File: config.mk
export PLATFORM = sky130hd
export DESIGN_NAME = mac_reg_arbiter
export DESIGN_NICKNAME = d
export VERILOG_FILES = /design/src/rtl/mac_reg_arbiter.sv
export SDC_FILE = /design/constraint.sdc
export NUM_CORES = 1
export LEC_CHECK = 0
export CORE_ASPECT_RATIO = 0.75
export CORE_MARGIN = 1
export CORE_UTILIZATION = 40
export CTS_CLUSTER_DIAMETER = 200
export DETAILED_ROUTE_END_ITERATION = 7
export HOLD_SLACK_MARGIN = 0.08
export PLACE_DENSITY = 0.81
export SLEW_MARGIN = 20
export SYNTH_ARGS = -nofsm -noshare
export SYNTH_HDL_FRONTEND = slang
export SYNTH_SLANG_ARGS = --single-unit
export TNS_END_PERCENT = 10
File: constraint.sdc
create_clock -name clk -period 2.2 [get_ports clk]
set_clock_uncertainty 0.05 [all_clocks]
set_input_delay 0.44 -clock clk [delete_from_list [all_inputs] [get_ports clk]]
set_output_delay 0.44 -clock clk [all_outputs]
set_load 0.03 [all_outputs]
File: src/rtl/mac_reg_arbiter.sv
// mac_reg_arbiter: shares one MAC register control port among NUM_REQ requesters.
// Round-robin grant, one access in flight, MAC busy/wait hidden from requesters,
// watchdog abort of hung accesses.
// Ports:
//   clk, reset_n                 clock, async active-low reset
//   req_valid/write/addr/wdata   per-requester command (addr 8b, wdata 32b per slot)
//   req_ready                    1-cycle pulse, command accepted
//   rsp_valid                    1-cycle pulse, access finished
//   rsp_err, rsp_rdata           completion status / read data (held until next completion)
//   mac_reg_addr/din/wr/rd       to MAC register port
//   mac_reg_busy, mac_reg_dout   from MAC register port
//   grant_id, arb_busy           current/last grantee, FSM not idle
module mac_reg_arbiter #(
  parameter int NUM_REQ     = 2,
  parameter int TIMEOUT_CYC = 1024
) (
  input  logic                    clk,
  input  logic                    reset_n,
  input  logic [NUM_REQ-1:0]      req_valid,
  input  logic [NUM_REQ-1:0]      req_write,
  input  logic [8*NUM_REQ-1:0]    req_addr,
  input  logic [32*NUM_REQ-1:0]   req_wdata,
  output logic [NUM_REQ-1:0]      req_ready,
  output logic [NUM_REQ-1:0]      rsp_valid,
  output logic                    rsp_err,
  output logic [31:0]             rsp_rdata,
  output logic [7:0]              mac_reg_addr,
  output logic [31:0]             mac_reg_din,
  output logic                    mac_reg_wr,
  output logic                    mac_reg_rd,
  input  logic                    mac_reg_busy,
  input  logic [31:0]             mac_reg_dout,
  output logic [2:0]              grant_id,
  output logic                    arb_busy
);

  // Counter only has to reach TIMEOUT_CYC-1: the abort fires on the edge that
  // would take it to TIMEOUT_CYC.
  localparam int            CW       = (TIMEOUT_CYC > 1) ? $clog2(TIMEOUT_CYC) : 1;
  localparam bit            TO_EN    = (TIMEOUT_CYC > 0);
  localparam logic [CW-1:0] CNT_LAST = CW'((TIMEOUT_CYC > 0) ? TIMEOUT_CYC - 1 : 0);

  typedef enum logic [1:0] {S_IDLE, S_ACCESS, S_RESP} state_t;

  state_t              r_state, w_state_nxt;
  logic [2:0]          r_ptr, w_ptr_nxt;
  logic [2:0]          r_gnt, w_gnt_nxt;
  logic                r_write, w_write_nxt;
  logic [CW-1:0]       r_cnt, w_cnt_nxt;
  logic [7:0]          r_addr, w_addr_nxt;
  logic [31:0]         r_din, w_din_nxt;
  logic                r_wr, w_wr_nxt;
  logic                r_rd, w_rd_nxt;
  logic                r_err, w_err_nxt;
  logic [31:0]         r_rdata, w_rdata_nxt;
  logic [NUM_REQ-1:0]  r_ready, w_ready_nxt;
  logic [NUM_REQ-1:0]  r_rsp, w_rsp_nxt;
  logic                w_found;
  logic [2:0]          w_sel;
  logic                w_done;

  always_comb begin
    w_state_nxt = r_state;
    w_ptr_nxt   = r_ptr;
    w_gnt_nxt   = r_gnt;
    w_write_nxt = r_write;
    w_cnt_nxt   = r_cnt;
    w_addr_nxt  = r_addr;
    w_din_nxt   = r_din;
    w_wr_nxt    = r_wr;
    w_rd_nxt    = r_rd;
    w_err_nxt   = r_err;
    w_rdata_nxt = r_rdata;
    w_ready_nxt = '0;
    w_rsp_nxt   = '0;
    w_done      = 1'b0;
    w_found     = 1'b0;
    w_sel       = '0;

    // Round-robin: first pass covers ptr..NUM_REQ-1, second pass wraps to 0..ptr-1
    // (anything at or above ptr was already taken by the first pass).
    for (int i = 0; i < NUM_REQ; i++)
      if (!w_found && req_valid[i] && (3'(i) >= r_ptr)) begin
        w_found = 1'b1;
        w_sel   = 3'(i);
      end
    for (int i = 0; i < NUM_REQ; i++)
      if (!w_found && req_valid[i]) begin
        w_found = 1'b1;
        w_sel   = 3'(i);
      end

    case (r_state)
      S_IDLE: begin
        if (w_found) begin
          for (int i = 0; i < NUM_REQ; i++)
            if (w_sel == 3'(i)) begin
              w_addr_nxt     = req_addr[8*i +: 8];
              w_din_nxt      = req_wdata[32*i +: 32];
              w_write_nxt    = req_write[i];
              w_ready_nxt[i] = 1'b1;
            end
          w_wr_nxt    = w_write_nxt;
          w_rd_nxt    = !w_write_nxt;
          w_gnt_nxt   = w_sel;
          w_ptr_nxt   = (w_sel == 3'(NUM_REQ-1)) ? 3'd0 : w_sel + 3'd1;
          w_cnt_nxt   = '0;
          w_state_nxt = S_ACCESS;
        end
      end
      S_ACCESS: begin
        if (!mac_reg_busy) begin
          w_done      = 1'b1;
          w_err_nxt   = 1'b0;
          w_rdata_nxt = r_write ? 32'h0 : mac_reg_dout;
        end else if (TO_EN && (r_cnt == CNT_LAST)) begin
          w_done      = 1'b1;
          w_err_nxt   = 1'b1;
          w_rdata_nxt = 32'h0;
        end else begin
          w_cnt_nxt   = r_cnt + CW'(1);
        end
        if (w_done) begin
          w_wr_nxt    = 1'b0;
          w_rd_nxt    = 1'b0;
          w_state_nxt = S_RESP;
          for (int i = 0; i < NUM_REQ; i++)
            if (r_gnt == 3'(i)) w_rsp_nxt[i] = 1'b1;
        end
      end
      S_RESP:  w_state_nxt = S_IDLE;
      default: w_state_nxt = S_IDLE;
    endcase
  end

  always_ff @(posedge clk or negedge reset_n) begin
    if (!reset_n) begin
      r_state <= S_IDLE;
      r_ptr   <= '0;
      r_gnt   <= '0;
      r_write <= 1'b0;
      r_cnt   <= '0;
      r_addr  <= '0;
      r_din   <= '0;
      r_wr    <= 1'b0;
      r_rd    <= 1'b0;
      r_err   <= 1'b0;
      r_rdata <= '0;
      r_ready <= '0;
      r_rsp   <= '0;
    end else begin
      r_state <= w_state_nxt;
      r_ptr   <= w_ptr_nxt;
      r_gnt   <= w_gnt_nxt;
      r_write <= w_write_nxt;
      r_cnt   <= w_cnt_nxt;
      r_addr  <= w_addr_nxt;
      r_din   <= w_din_nxt;
      r_wr    <= w_wr_nxt;
      r_rd    <= w_rd_nxt;
      r_err   <= w_err_nxt;
      r_rdata <= w_rdata_nxt;
      r_ready <= w_ready_nxt;
      r_rsp   <= w_rsp_nxt;
    end
  end

  assign req_ready    = r_ready;
  assign rsp_valid    = r_rsp;
  assign rsp_err      = r_err;
  assign rsp_rdata    = r_rdata;
  assign mac_reg_addr = r_addr;
  assign mac_reg_din  = r_din;
  assign mac_reg_wr   = r_wr;
  assign mac_reg_rd   = r_rd;
  assign grant_id     = r_gnt;
  assign arb_busy     = (r_state != S_IDLE);

endmodule

==> results of run 1 <==
final timing paths:
kind | from | to | slack [ns] | cells past startpoint
max in group asynchronous | reset_n | mac_reg_din[23] | 0.92 | 3
worst max register to register | r_cnt[0] | r_cnt[6] | 0.28 | 6
worst max-delay path | r_state[0] | arb_busy | 0.24 | 3
worst min-delay path | grant_id[0] | rsp_valid[0] | 0.42 | 1
min in group asynchronous | reset_n | rsp_rdata[31] | 0.57 | 2
worst min register to register | grant_id[0] | rsp_valid[0] | 0.42 | 1
layout by cell type (no fill, tap or decap), types with 2 or more instances in the layout:
cell type,netlist,routed
dfrtp_1,94,94
mux2i_1,2,2
nand2b_1,2,2
buf_12,0,6
a21oi_1,4,4
o22ai_1,3,3
nor2_1,6,5
nand3_1,6,6
nand4_1,3,3
a31oi_1,4,4
buf_4,2,9
a22o_1,33,33
a221o_1,40,40
and2_1,41,41
clkbuf_16,0,9
nor3_1,3,3
o21ai_0,3,3
conb_1,1,2
inv_8,0,2
clkinvlp_4,0,2
o211ai_1,2,2
inv_1,6,6
clkdlybuf4s50_1,0,197
a21o_1,3,3
nand2_1,9,9
and3_1,5,5
area by class of cell:
type	instances	area, um2
clock buffers	10	239.0
clock inverters	6	76.32
fillers	669	2809
inverters	6	22.52
multi-input cells	186	1434
flip-flops and latches	94	2352
well taps	128	160.2
repair buffers	214	2178
flip-flops by register name, summed over array words and instances, names as in the netlist:
register and count:
rsp_valid 2, r_ptr 1, req_ready 2, mac_reg_din 32
mac_reg_rd 1, grant_id 1, r_cnt 10, r_state 2
r_write 1, mac_reg_wr 1, rsp_err 1, rsp_rdata 32
mac_reg_addr 8
timing repair:
item                                    4_1_cts  5_1_grt
hold endpoints to repair                     34        0
buffers inserted                              0        0
hold buffers                                  1        0
endpoints found under the setup margin        1        0
resized for setup                             1        0
per-stage QoR:
stage | cell area, um2 | setup slack, ns | util | instances
after floorplan | 3906 | 0.5008 | - | 309
after global placement | 6138 | 0.2039 | 0.6621 | 627
after detailed placement | 6138 | 0.1376 | 0.6621 | 627
after CTS | 6462 | 0.2252 | 0.6970 | 644
after global routing | 6462 | 0.1570 | 0.6970 | 644
final | 6462 | 0.2360 | 0.6970 | 644
layer usage:
metal / track usage / vias up / routed length, um
met5: 0 / - / 0
met4: 0.07343 / 0 / 188
met3: 0.09550 / 12 / 1170
met2: 0.3864 / 167 / 5622
met1: 0.2697 / 1671 / 4623
li1: - / 1577 / -
power by group through the flow:
stage / Sequential, mW / Combinational (mW) / Clock, mW
finish: 2.92 / 4.75 / 1.60
CTS: 2.93 / 4.77 / 1.64
floorplan: 4.20 / 1.32 / 0
detailed placement: 2.92 / 4.77 / 0
global placement: 2.92 / 4.67 / 0
global route: 3.01 / 5.01 / 1.71
cell families (layout without fill, tap and decap cells):
| family | count (synthesis) | count (layout) |
|---|---|---|
| AO/OA/AOI/OAI | 101 | 101 |
| flip-flops | 94 | 94 |
| AND/OR/NAND/NOR | 80 | 80 |
| buffers and inverters | 29 | 236 |
| multiplexers | 2 | 2 |
| adder cells (fa/ha/maj) | 1 | 1 |
| other | 1 | 2 |
==> impl_metrics.py, run 1 <==
metrics = {
    "outcome": {
        "run_status": "finished clean",
    },
    "placed_design": {
        "port-buffer-count": 199,
        "dp_hpwl_mm": 8.483,
        "gp_congestion": 0.8862,
    },
    "setup_path": {
        "crit_family": "buffers and inverters",
        "cp.arrival_ns": 1.47,
        "slowest_stage": "dfrtp_1",
        "critical_path.startpoint_type": "flip-flop",
        "setup.worst_path.end_class": "primary output",
        "path_class": "flip-flop to primary output",
        "path_cells": "nor2_1, inv_1, dlygate4sd2_1",
        "crit_required_ns": 1.71,
        "slowest_delay_ns": 0.45,
        "path_max_fanout": 5,
        "critical_path_buf_inv_count": 2,
    },
    "power_and_ir_drop": {
        "power.leakage_nw": 2.807,
        "pwr-share-comb": 0.512,
        "power_density_nw_per_um2": 1434,
        "switchingPower_mw": 3.696,
        "p_total_mw": 9.268,
        "vdd_ir_drop_max_mv": 0.7463,
        "seqPwrFrac": 0.315,
        "power_frac_clock": 0.173,
        "p_int_mw": 5.572,
        "switching_share": 0.3988,
    },
    "run": {
        "max_cap_violations": 0,
    },
    "detailed_routing": {
        "routed_wl_mm": 11.61,
        "via_per_inst": 5.321,
        "dr.first_iter.drc_count": 203,
        "drtAntennaViolNets": 0,
        "drt-wirelength-per-cell_um": 18.02,
        "drt_pass1_iterations": 4,
        "vias": 3427,
        "drc_errors": 0,
    },
    "sta": {
        "fmax_mhz": 509.2,
        "hold_violations": 0,
        "finalCritPeriodShare": 0.8927,
        "setup_viol_count_final": 0,
        "min_period_ns": 1.964,
        "tns_ns": 0,
        "holdWs_ns": 0.4173,
        "rsz0062_at_grt": "false",
        "slew_violations": 0,
    },
    "floorplan": {
        "chipHeight_um": 87.54,
        "die_w_um": 116.1,
        "std_cell_rows": 30,
        "start_util": 0.4209,
        "core_area_um2": 9271,
        "num_io_pins": 202,
        "die-area_um2": 10160,
    },
    "layout": {
        "drive_gt1_frac": 0.07171,
        "nNetsFinal": 631,
        "num_antenna_cells": 0,
        "syn_to_final_growth_pct": 65.60,
    },
    "global_route": {
        "grt_max_degree": 49,
        "grt_pass1_vias": 3637,
        "antenna_found_initial": 0,
        "grt.overflow.total": 0,
        "grt_pass1_wl_mm": 17.80,
        "grt_usage": 0.2300,
    },
    "clocking": {
        "insertion_delay_ns": 0.33,
        "clock_sinks": 94,
        "cts_made_buffers": 9,
        "clk_pin_slew_ns": 0.07,
        "cts_buffer_depth": 2,
        "cts_tree": "yes",
        "clock-root-buffer": "clkbuf_16",
        "htreeDepth": 3,
    },
    "synthesis": {
        "synth_compound_area_frac": 0.2305,
        "netlist_top_cells_count": "94 x dfrtp_1, 41 x and2_1, 40 x a221o_1",
        "yosys_register_bits": 94,
        "synthFlopType": "dfrtp_1",
        "synth_cell_types": 38,
        "synth_adder_area_share": 0.003206,
        "synthCells": 308,
        "ys_seq_area_frac": 0.6028,
        "yosys.area_share.simple": 0.1183,
        "synth_top_area_cell": "dfrtp_1",
        "synthMuxAreaShare": 0.005130,
        "synth_top_family_by_area": "compound AO/OA/AOI/OAI gates",
        "synth-edff-count": 0,
        "yosysMostFrequentCell": "dfrtp_1",
        "synth_top_area_share": 0.6028,
        "syn_area_um2": 3902,
        "async_flop_share": 1.000,
        "syn_area_per_cell_um2": 12.67,
        "synthTopCellsByArea": "dfrtp_1 60%, a221o_1 10%, a22o_1 7.4%",
        "synth_xor_xnor_area_share": 0,
        "yosys_warnings": 0,
    },
    "worst_hold_path": {
        "hold_class": "flip-flop to flip-flop",
    },
}
(Power assumes the default switching activity.)
==> run 2, diff against run 1 <==
Settings changed: ABC_AREA set to 1, CTS_CLUSTER_SIZE set to 10, PLACE_DENSITY 0.81 to 0.8.
==> run 2 against run 1 <==
Design area up 1.1%. Die area up 4.8%. Count of clock-buffer cells in the layout unchanged. Setup slack worse by 0.13 ns. Maximum frequency down 6.0%. Via count up 18%. Combinational power up 1%. Final cell count up 28%. Sequential share of layout area down 0.38 points. First-iteration DRC count up 18%. Critical path type unchanged. Critical endpoint unchanged. Largest cell class unchanged. Largest power group unchanged. Highest routed layer unchanged.
==> impl_metrics.py, run 2 <==
metrics = {
    "synthesis": {
        "netlist_top_cells_count": "233 x nand2_1, 94 x dfrtp_1, 83 x nand3_1",
        "synth_cell_types": 25,
        "ys_seq_area_frac": 0.5746,
        "syn_area_per_cell_um2": 8.321,
        "synth_top_family_by_area": "simple AND/OR/NAND/NOR gates",
        "synth_compound_area_frac": 0.01314,
        "synthFlopType": "dfrtp_1",
        "synth_xor_xnor_area_share": 0.008557,
        "synth_top_area_cell": "dfrtp_1",
        "yosysMostFrequentCell": "nand2_1",
        "yosys_warnings": 0,
        "yosys_register_bits": 94,
        "synthMuxAreaShare": 0,
        "syn_area_um2": 4094,
        "synth_adder_area_share": 0.003056,
        "yosys.area_share.simple": 0.3460,
        "synthTopCellsByArea": "dfrtp_1 57%, nand2_1 21%, nand3_1 10%",
        "synth_top_area_share": 0.5746,
        "synthCells": 492,
        "synth-edff-count": 0,
        "async_flop_share": 1.000,
    },
    "sta": {
        "rsz0062_at_grt": "false",
        "fmax_mhz": 478.5,
        "tightestPinTransition_ns": 0.6793,
        "tns_ns": 0,
        "slew_headroom": 0.5465,
        "hold_violations": 0,
        "finalCritPeriodShare": 0.9499,
        "setup_viol_count_final": 0,
        "min_period_ns": 2.090,
        "slew_violations": 0,
    },
    "clocking": {
        "cts_tree": "yes",
        "htreeDepth": 3,
        "clock_sinks": 94,
        "clk_pin_slew_ns": 0.06,
        "cts_made_buffers": 9,
        "clock-root-buffer": "clkbuf_16",
        "insertion_delay_ns": 0.33,
        "cts_buffer_depth": 2,
    },
    "layout": {
        "syn_to_final_growth_pct": 59.54,
        "drive_gt1_frac": 0.05916,
        "nNetsFinal": 808,
        "final_cell_mix": "233 x nand2_1, 198 x clkdlybuf4s50_1, 94 x dfrtp_1",
        "fill_cells": 799,
        "num_antenna_cells": 0,
        "layout_commonest_cell": "nand2_1",
    },
    "setup_path": {
        "cp.arrival_ns": 1.60,
        "setup.worst_path.end_class": "primary output",
        "path_class": "flip-flop to primary output",
        "crit_required_ns": 1.71,
        "critical_path.startpoint_type": "flip-flop",
        "path_max_fanout": 3,
        "reg2regPathDepth": 8,
    },
    "floorplan": {
        "num_io_pins": 202,
        "start_util": 0.4172,
        "chipHeight_um": 89.62,
        "die_w_um": 118.8,
        "die-area_um2": 10650,
        "std_cell_rows": 31,
        "core_area_um2": 9813,
    },
    "power_and_ir_drop": {
        "switchingPower_mw": 3.989,
        "seqPwrFrac": 0.313,
        "p_int_mw": 5.274,
        "switching_share": 0.4307,
        "power_density_nw_per_um2": 1418,
        "p_total_mw": 9.263,
        "power_frac_clock": 0.169,
        "pwr-share-comb": 0.518,
        "power.leakage_nw": 3.100,
        "vdd_ir_drop_max_mv": 0.6082,
    },
    "detailed_routing": {
        "dr.first_iter.drc_count": 240,
        "met2_length_mm": 5.957,
        "highest_layer": "met4",
        "wl_met3_um": 814,
        "drt-wirelength-per-cell_um": 14.10,
        "drtAntennaViolNets": 0,
        "drt_pass1_iterations": 4,
        "vias": 4051,
        "wl_met1_mm": 4.802,
        "via_per_inst": 4.910,
        "routed_wl_mm": 11.63,
        "drc_errors": 0,
    },
    "global_route": {
        "grt_pass1_vias": 3799,
        "grt.overflow.total": 0,
        "grt_usage": 0.2165,
        "grt_pass1_wl_mm": 18.26,
        "grt_max_degree": 43,
        "antenna_found_initial": 0,
    },
    "outcome": {
        "run_status": "finished clean",
    },
    "placed_design": {
        "dp_hpwl_mm": 8.603,
        "gp_congestion": 0.7896,
        "port-buffer-count": 199,
    },
    "run": {
        "max_cap_violations": 0,
    },
    "worst_hold_path": {
        "hold_class": "flip-flop to flip-flop",
        "hold_depth": 2,
    },
}
## run 2: worst paths after layout
| kind | startpoint | end | slack, ns |
|---|---|---|---|
| setup reg to reg | r_cnt[0] | r_cnt[4] | 0.46 |
| max in group asynchronous | reset_n | r_cnt[8] | 0.85 |
| setup / recovery | r_state[0] | arb_busy | 0.11 |
| min in group asynchronous | reset_n | rsp_rdata[8] | 0.56 |
| hold reg to reg | rsp_rdata[30] | rsp_rdata[30] | 0.42 |
| hold / removal | rsp_rdata[30] | rsp_rdata[30] | 0.42 |
## run 2: power by group through the flow
stage	Combinational, mW	Clock (mW)	Sequential (mW)
CTS	4.85	1.61	2.90
floorplan	1.40	0	4.25
global route	5.14	1.69	2.98
global placement	4.73	0	2.88
finish	4.80	1.56	2.90
detailed placement	4.83	0	2.91
## run 2: final cells by class
| cell class | count | area [um2] | share of cell area |
|---|---|---|---|
| Sequential cell | 94 | 2352 | 0.3602 |
| Timing Repair Buffer | 208 | 2085 | 0.3192 |
| Multi-Input combinational cell | 352 | 1535 | 0.2351 |
| Clock buffer | 10 | 239.0 | 0.03659 |
| Tap cell | 132 | 165.2 | 0.02529 |
| Inverter | 23 | 86.33 | 0.01322 |
| Clock inverter | 6 | 68.82 | 0.01054 |
## run 2: repair_timing
action / CTS / global route
endpoints found under the setup margin: 0 / 1
hold endpoints to repair: 36 / 0
hold buffers: 1 / 0
gates resized for setup: 0 / 1
buffers inserted: 0 / 0
## run 2: metrics by stage
step | hold slack (ns) | utilization | cells | worst slack (ns) | cell area [um2]
finish | 0.4208 | 0.6656 | 825 | 0.1103 | 6531
global route | 0.4444 | 0.6656 | 825 | 0.05749 | 6531
CTS | 0.4238 | 0.6653 | 825 | 0.01219 | 6529
detailed placement | 0.3840 | 0.6329 | 808 | 0.06911 | 6211
global placement | 0.3859 | 0.6329 | 808 | 0.1222 | 6211
floorplan | 0.09441 | - | 493 | 0.6937 | 4098
## run 2: cell families after synthesis
group / count (synthesis)
AOI/OAI and AO/OA: 10
DFF: 94
adders and majority gates: 1
other: 1
xor gates and xnor gates: 4
and+or+nand+nor: 335
buffers and inverters: 47
## run 2: routing by layer
layer / up-vias / GRT usage
met4: 0 / 0.05178
met2: 147 / 0.3902
met5: - / 0
met1: 1965 / 0.2692
met3: 4 / 0.04987
li1: 1935 / -
## run 2: worst max-delay path: stages (launching register included)
cell and delay (ns):
dfrtp_1 0.40, nor2_2 0.21, inv_1 0.06, clkdlybuf4s50_1 0.59
==> run 3, diff against run 2 <==
Settings changed: CELL_PAD_IN_SITES_DETAIL_PLACEMENT set to 1, CELL_PAD_IN_SITES_GLOBAL_PLACEMENT set to 1, CORE_UTILIZATION 40 to 28, PLACE_DENSITY 0.8 to unset, PLACE_DENSITY_LB_ADDON set to 0.1.
==> run 3 against run 2 <==
Highest routed layer unchanged. Via count decreased by 1.9%. Largest power group unchanged. Critical path depth unchanged. Total power increased by 1.4%. Non-clock buffer count increased by 1. Register-to-register slack got worse by 0.11 ns. Setup slack improved by 0.048 ns. Count of clock-buffer cells in the layout unchanged. Die area increased by 42%. Global-route usage decreased by 2.6 points.
==> impl_metrics.py, run 3 (synthesis gave the netlist of run 2 again) <==
metrics = {
    "outcome": {
        "run_status": "finished clean",
    },
    "floorplan": {
        "die_w_um": 141.6,
        "die-area_um2": 15110,
        "num_io_pins": 202,
        "chipHeight_um": 106.7,
        "std_cell_rows": 37,
        "start_util": 0.2928,
        "core_area_um2": 13980,
    },
    "power_and_ir_drop": {
        "power_density_nw_per_um2": 1419,
        "vdd_ir_drop_max_mv": 0.5533,
        "power.leakage_nw": 3.093,
        "seqPwrFrac": 0.307,
        "p_int_mw": 5.284,
        "switching_share": 0.4373,
        "switchingPower_mw": 4.106,
        "p_total_mw": 9.389,
        "power_frac_clock": 0.170,
        "pwr-share-comb": 0.523,
    },
    "detailed_routing": {
        "routed_wl_mm": 13.95,
        "wl_met3_um": 834,
        "drt-wirelength-per-cell_um": 15.70,
        "vias": 3976,
        "highest_layer": "met4",
        "drt_pass1_iterations": 4,
        "drc_errors": 0,
        "via_per_inst": 4.477,
        "dr.first_iter.drc_count": 178,
        "met2_length_mm": 6.611,
        "drtAntennaViolNets": 0,
        "wl_met1_mm": 6.316,
    },
    "setup_path": {
        "setup.worst_path.end_class": "primary output",
        "crit_required_ns": 1.71,
        "path_class": "flip-flop to primary output",
        "crit_path_start": "r_state[1]",
        "r2r-start": "r_state[1]",
        "path_max_fanout": 2,
        "critical_path.startpoint_type": "flip-flop",
        "cp.arrival_ns": 1.55,
    },
    "layout": {
        "layout_commonest_cell": "nand2_1",
        "drive_gt1_frac": 0.05772,
        "post-route-util": 0.4734,
        "regArea_um2": 2352,
        "multiInputGateArea_um2": 1533,
        "num_antenna_cells": 0,
        "syn_to_final_growth_pct": 61.67,
        "final_cell_mix": "233 x nand2_1, 198 x clkdlybuf4s50_1, 94 x dfrtp_1",
        "nNetsFinal": 809,
        "fill_cells": 1622,
    },
    "global_route": {
        "grt.overflow.total": 0,
        "grt_pass1_wl_mm": 22.18,
        "grt_usage": 0.1902,
        "grt_max_degree": 43,
        "grt_pass1_vias": 4175,
        "antenna_found_initial": 0,
    },
    "placed_design": {
        "dp_hpwl_mm": 10.03,
        "port-buffer-count": 199,
        "gp_congestion": 0.7557,
    },
    "sta": {
        "fmax_mhz": 489.8,
        "tightestPinTransition_ns": 0.7528,
        "rsz0062_at_grt": "false",
        "slew_violations": 0,
        "hold_violations": 0,
        "holdWs_ns": 0.4158,
        "min_period_ns": 2.041,
        "slew_headroom": 0.4974,
        "setup_viol_count_final": 0,
        "finalCritPeriodShare": 0.9279,
    },
    "clocking": {
        "post_cts_buffers": 0,
        "cts_made_buffers": 9,
        "htreeDepth": 3,
        "clock_sinks": 94,
        "insertion_delay_ns": 0.35,
        "cts_buffer_depth": 2,
        "clk_pin_slew_ns": 0.07,
        "clock-root-buffer": "clkbuf_16",
        "cts_resized": 0,
        "cts_tree": "yes",
        "hold_buffers": 1,
    },
    "worst_hold_path": {
        "hold_start": "grant_id[0]",
        "hold_class": "flip-flop to flip-flop",
    },
    "run": {
        "max_cap_violations": 0,
    },
}
[run 3: layout make-up]
cell class	instances	area share
timing repair buffer	209	0.3180
clock inverter	5	0.009074
multi-input combinational	352	0.2316
tap	195	0.03686
clock buffer	10	0.03611
inverter	23	0.01304
sequential	94	0.3554
[run 3: power by group through the flow]
| stage | clock (mW) | combinational, mW | sequential, mW |
|---|---|---|---|
| after floorplan | 0 | 1.40 | 4.25 |
| after global placement | 0 | 4.88 | 2.87 |
| after detailed placement | 0 | 4.97 | 2.91 |
| after CTS | 1.66 | 4.99 | 2.89 |
| after global routing | 1.72 | 5.27 | 2.98 |
| final | 1.60 | 4.91 | 2.88 |
[run 3: routing by layer]
layer | GRT usage | vias up
li1 | - | 1931
met1 | 0.2342 | 1925
met2 | 0.3205 | 107
met3 | 0.05404 | 13
met4 | 0.06298 | 0
met5 | 0 | -
[run 3: through the flow]
step / TNS, ns / std cells / worst slack (ns) / area, um2
6_report: 0 / 888 / 0.1585 / 6619
4_1_cts: 0 / 888 / 0.1172 / 6619
3_5_place_dp: -0.04358 / 872 / -0.02333 / 6310
5_1_grt: 0 / 888 / 0.09727 / 6619
2_1_floorplan: 0 / 493 / 0.6937 / 4098
3_3_place_gp: 0 / 872 / 0.06614 / 6310
[run 3: path summary, 6_finish.rpt]
path,end,slack (ns),cells after the start
min in group asynchronous,r_cnt[6],0.57,2
worst max-delay path,arb_busy,0.16,3
worst max register to register,mac_reg_din[29],0.35,8
worst min-delay path,rsp_valid[0],0.42,1
worst min register to register,rsp_valid[0],0.42,1
max in group asynchronous,rsp_rdata[23],0.95,3
[run 3: worst max-delay path, stage by stage (launching register included)]
cell,delay [ns]
dfrtp_1,0.41
nor2_1,0.14
inv_1,0.05
clkdlybuf4s50_1,0.60
==> patch 1, RTL diff (config.mk and constraints of run 3) <==
Change the parameter `NUM_REQ` from 2 to 1.
--- a/src/rtl/mac_reg_arbiter.sv
+++ b/src/rtl/mac_reg_arbiter.sv
@@ -11,7 +11,7 @@
 //   mac_reg_busy, mac_reg_dout   from MAC register port
 //   grant_id, arb_busy           current/last grantee, FSM not idle
 module mac_reg_arbiter #(
-  parameter int NUM_REQ     = 2,
+  parameter int NUM_REQ     = 1,
   parameter int TIMEOUT_CYC = 1024
 ) (
   input  logic                    clk,
Ports: changed (6 resized); port bits go from 202 to 158. No check against the original RTL was run, so the function may have changed too.
==> patch 1 against run 3 <==
- area after synthesis is 9.0% lower
- total power decreased by 8.5%
- sequential cell count down 4
- largest power group unchanged
- register-to-register slack improved by 80 ps
- design area down 13%
- worst hold slack improved by 13 ps
- highest routed layer unchanged
- sequential power fell by 3%
- cell count fell by 13%
- largest cell class unchanged
- worst setup slack got worse by 41 ps
- clock power is 8% lower
- wire length down 24%
- the run now ends with DRC left
==> patch 1: results (changes against run 3) <==
- Via density per instance: 4.33 (-3.4%)
* Wire length on met3: 554 um (-34%)
- The met1 track demand over resource is 0.210 (-0.0247).
* Fraction of met3 tracks used by global routing: 0.0491 (-0.00493)
- Number of fill cells: 1528 (-5.8%)
- The routing usage on met2 was 0.273 (-0.0476).
* Cell Count Post-Placement: 752 (-14%)
- Area share of fa/ha/maj cells after synthesis: 0.00336 (+0.000301)
- Hold slack final: 428 ps (+12.6 ps)
- The final reports fail on DRC.
* Drt initial violations: 155 (-13%)
* Cell depth of the worst min-delay path: 2 (+1)
- After synthesis, the most frequently instantiated cells are sky130_fd_sc_hd__nand2_1 (193), sky130_fd_sc_hd__dfrtp_1 (90), sky130_fd_sc_hd__inv_1 (51).
* Power consumption: 8.59 mW (-8.5%)
- The portion of total power attributed to sequential cells was 0.325 (+0.018).
- WL met2: 5.11 mm (-23%)
- Count of TritonRoute iterations in the first routing pass: 6 (+2)
- Start point of the worst min-delay path: mac_reg_din[7]
- Post-route DRC violation count: 1 (+1)
- Setup slack of the worst register-to-register path: 430 ps (+80 ps)
- Pin count of the biggest net entering global routing: 49 (+14%)
* Leakage power summed over all cells: 2.84 nW (-8.2%)
- The number of global-route vias before repair was 3578 (-14%).
- The final weighted congestion in routability-driven placement came to 0.762 (+0.79%).
- The sequential-to-total area share from yosys stat came to 0.604 (+0.0297).
* First-pass GRT wire length: 17.8 mm (-20%)
* CP startpoint: r_state[0]
* Status: finished with violations
* Half-perimeter wire length of the detailed placement result: 7.83 mm (-22%)
-- patch 1: cell count changes after synthesis, moves of 6 or more --
cell / before / now
sky130_fd_sc_hd__o21ai_0: 7 / 22
sky130_fd_sc_hd__o21ai_1: 1 / 18
sky130_fd_sc_hd__nand3_1: 83 / 13
sky130_fd_sc_hd__nand2_1: 233 / 193
sky130_fd_sc_hd__inv_1: 17 / 51
sky130_fd_sc_hd__inv_2: 6 / 0
-- patch 1: cell type report --
type                    instances  share of cell area
flip-flops and latches         90               0.391
repair buffers                164               0.285
multi-input cells             276               0.205
clock buffers                   9              0.0391
well taps                     171              0.0371
inverters                      52              0.0339
clock inverters                 7             0.00977
-- patch 1: timing repair --
action | in CTS | in global routing
gates resized for setup | 1 | 0
setup endpoints to repair | 1 | 0
hold buffers | 1 | 0
endpoints found under the hold margin | 19 | 0
==> patch 2, RTL diff (config.mk and constraints of run 3) <==
Made on the original files. Register the output `rsp_err` once more, with the module's reset; this adds one clock of latency there. The other outputs are not delayed to match.
--- a/src/rtl/mac_reg_arbiter.sv
+++ b/src/rtl/mac_reg_arbiter.sv
@@ -167,7 +167,13 @@
 
   assign req_ready    = r_ready;
   assign rsp_valid    = r_rsp;
-  assign rsp_err      = r_err;
+  always_ff @(posedge clk or negedge reset_n) begin
+    if (!reset_n) begin
+      rsp_err <= '0;
+    end else begin
+      rsp_err <= r_err;
+    end
+  end
   assign rsp_rdata    = r_rdata;
   assign mac_reg_addr = r_addr;
   assign mac_reg_din  = r_din;
Function: no difference found for any inputs over 4 cycles, from zero or initial values and one cycle with reset_n low; that may be too few to reach the edited logic, so the function may still have changed.
==> patch 2 against run 3 <==
- via count is essentially flat
- cell count grew 0.11%
- design area grew 0.95%
- wire length shrank 1.3%
- area after synthesis grew 0.61%
- worst setup slack lost 28 ps
- sequential cell count grew 1
- register-to-register slack gained 30 ps
- total power grew 2.5%
- largest cell class unchanged
- largest power group unchanged
==> patch 2: results (changes against run 3) <==
- The wire length of the first global-routing pass is 22.0 mm (-0.84%).
* Top post-synthesis cells by count: sky130_fd_sc_hd__nand2_1 (233), sky130_fd_sc_hd__dfrtp_1 (95), sky130_fd_sc_hd__nand3_1 (83)
- Compound-cell area share of the yosys netlist: 0.0131 (-0.0000798)
- Fraction of layout instances using a drive strength above 1: 0.0562 (-0.00152)
* Rel. slew slack: 0.528 (+0.0310)
- The sequential-to-total area share from yosys stat came to 0.577 (+0.00258).
* Worst supply voltage drop on vdd: 0.446 mV (-19%)
- The overall routing resource usage came to 0.186 (-0.00452).
- The maximum number of pins on one net before global-route repair came to 42 (-2.3%).
* Start point of the worst min-delay path: r_err
- Largest delay share family, worst path: buffers and inverters
- Status: complete, no violations
* Vias in the first global route: 4140 (-0.84%)
- The initial antenna violation count is 0 (unchanged).
* Placement Cell Area: 0.00633 mm2 (+0.28%)
- The placed cell count came to 872 (unchanged).
* Avg Synthesized Cell Area: 8.35 um2 (+0.41%)
* Final weighted congestion in routability-driven placement: 0.760 (+0.60%)
- Leakage power summed over all cells: 3.13 nW (+1.3%)
- The worst path arrival time is 1580 ps (+30 ps).
- Average wire per cell in the routed design: 15.5 um (-1.4%)
* Cell depth of the worst min-delay path: 0 (-1)
- The detailed-placement wirelength estimate is 9.88 mm (-1.5%).
- Yosys attributes the largest share of cell area to sky130_fd_sc_hd__dfrtp_1 (58%), sky130_fd_sc_hd__nand2_1 (21%), sky130_fd_sc_hd__nand3_1 (10%), sky130_fd_sc_hd__inv_1 (1.5%), sky130_fd_sc_hd__buf_2 (0.97%).
- The internal power consumption was 5.51 mW (+4.2%).
[patch 2: cell count changes in the layout (fill, tap and decap cells not counted), sizes merged]
cell and delta:
clkinvlp -3, dfrtp +1, buf -1, inv +2, bufinv +2
[patch 2: logic make-up after synthesis]
family	after synthesis
buf+inv	47
compound gates	10
fa+ha+maj	1
flops	95
xor+xnor	4
simple gates	335
other cells	1
[patch 2: through the flow]
step / power (mW) / setup WS, ps / TNS (ps) / hold slack, ps
detailed placement: 7.88 / -12.5 / -38.1 / 326
CTS: 9.75 / 101 / 0 / 341
floorplan: 5.66 / 694 / 0 / 94.4
finish: 9.62 / 131 / 0 / 337
global route: 10.2 / 23.4 / 0 / 362
global placement: 7.76 / 48.4 / 0 / 316
[patch 2: per-layer routing]
metal	routed length, um	global-route usage	vias to the layer above
li1	-	-	1938
met3	957	0.0527	10
met2	6400	0.290	123
met4	135	0.0453	0
met1	6270	0.253	1907
met5	0	0	-
[patch 2: final cells by class]
| cell class | instances | area [um2] |
|---|---|---|
| flip-flops and latches | 95 | 2380 |
| well taps | 195 | 244 |
| clock inverters | 6 | 115 |
| repair buffers | 208 | 2100 |
| clock buffers | 10 | 229 |
| multi-input cells | 352 | 1530 |
| inverters | 23 | 86.3 |
| fillers | 1645 | 7350 |
[patch 2: worst register-to-register path, delay by kind of cell, from the launching register on]
kind / cells / cell delay (ps)
DFF: 1 / 410
AOI/OAI and AO/OA: 1 / 70
and+or+nand+nor: 4 / 470
buffers and inverters: 3 / 750
[patch 2: final timing paths]
check,slack [ps],end
worst max-delay path,130,arb_busy
worst min-delay path,340,rsp_err
worst max register to register,380,mac_reg_din[4]
worst min register to register,340,rsp_err
max in group asynchronous,970,mac_reg_din[8]
min in group asynchronous,570,r_cnt[2]
[patch 2: power groups by stage]
stage | logic [mW] | clock network, mW | registers, mW
after floorplan | 1.40 | 0 | 4.26
final | 4.89 | 1.83 | 2.90
after CTS | 4.96 | 1.88 | 2.91
after global routing | 5.25 | 1.95 | 3.01
after detailed placement | 4.94 | 0 | 2.93
after global placement | 4.86 | 0 | 2.90
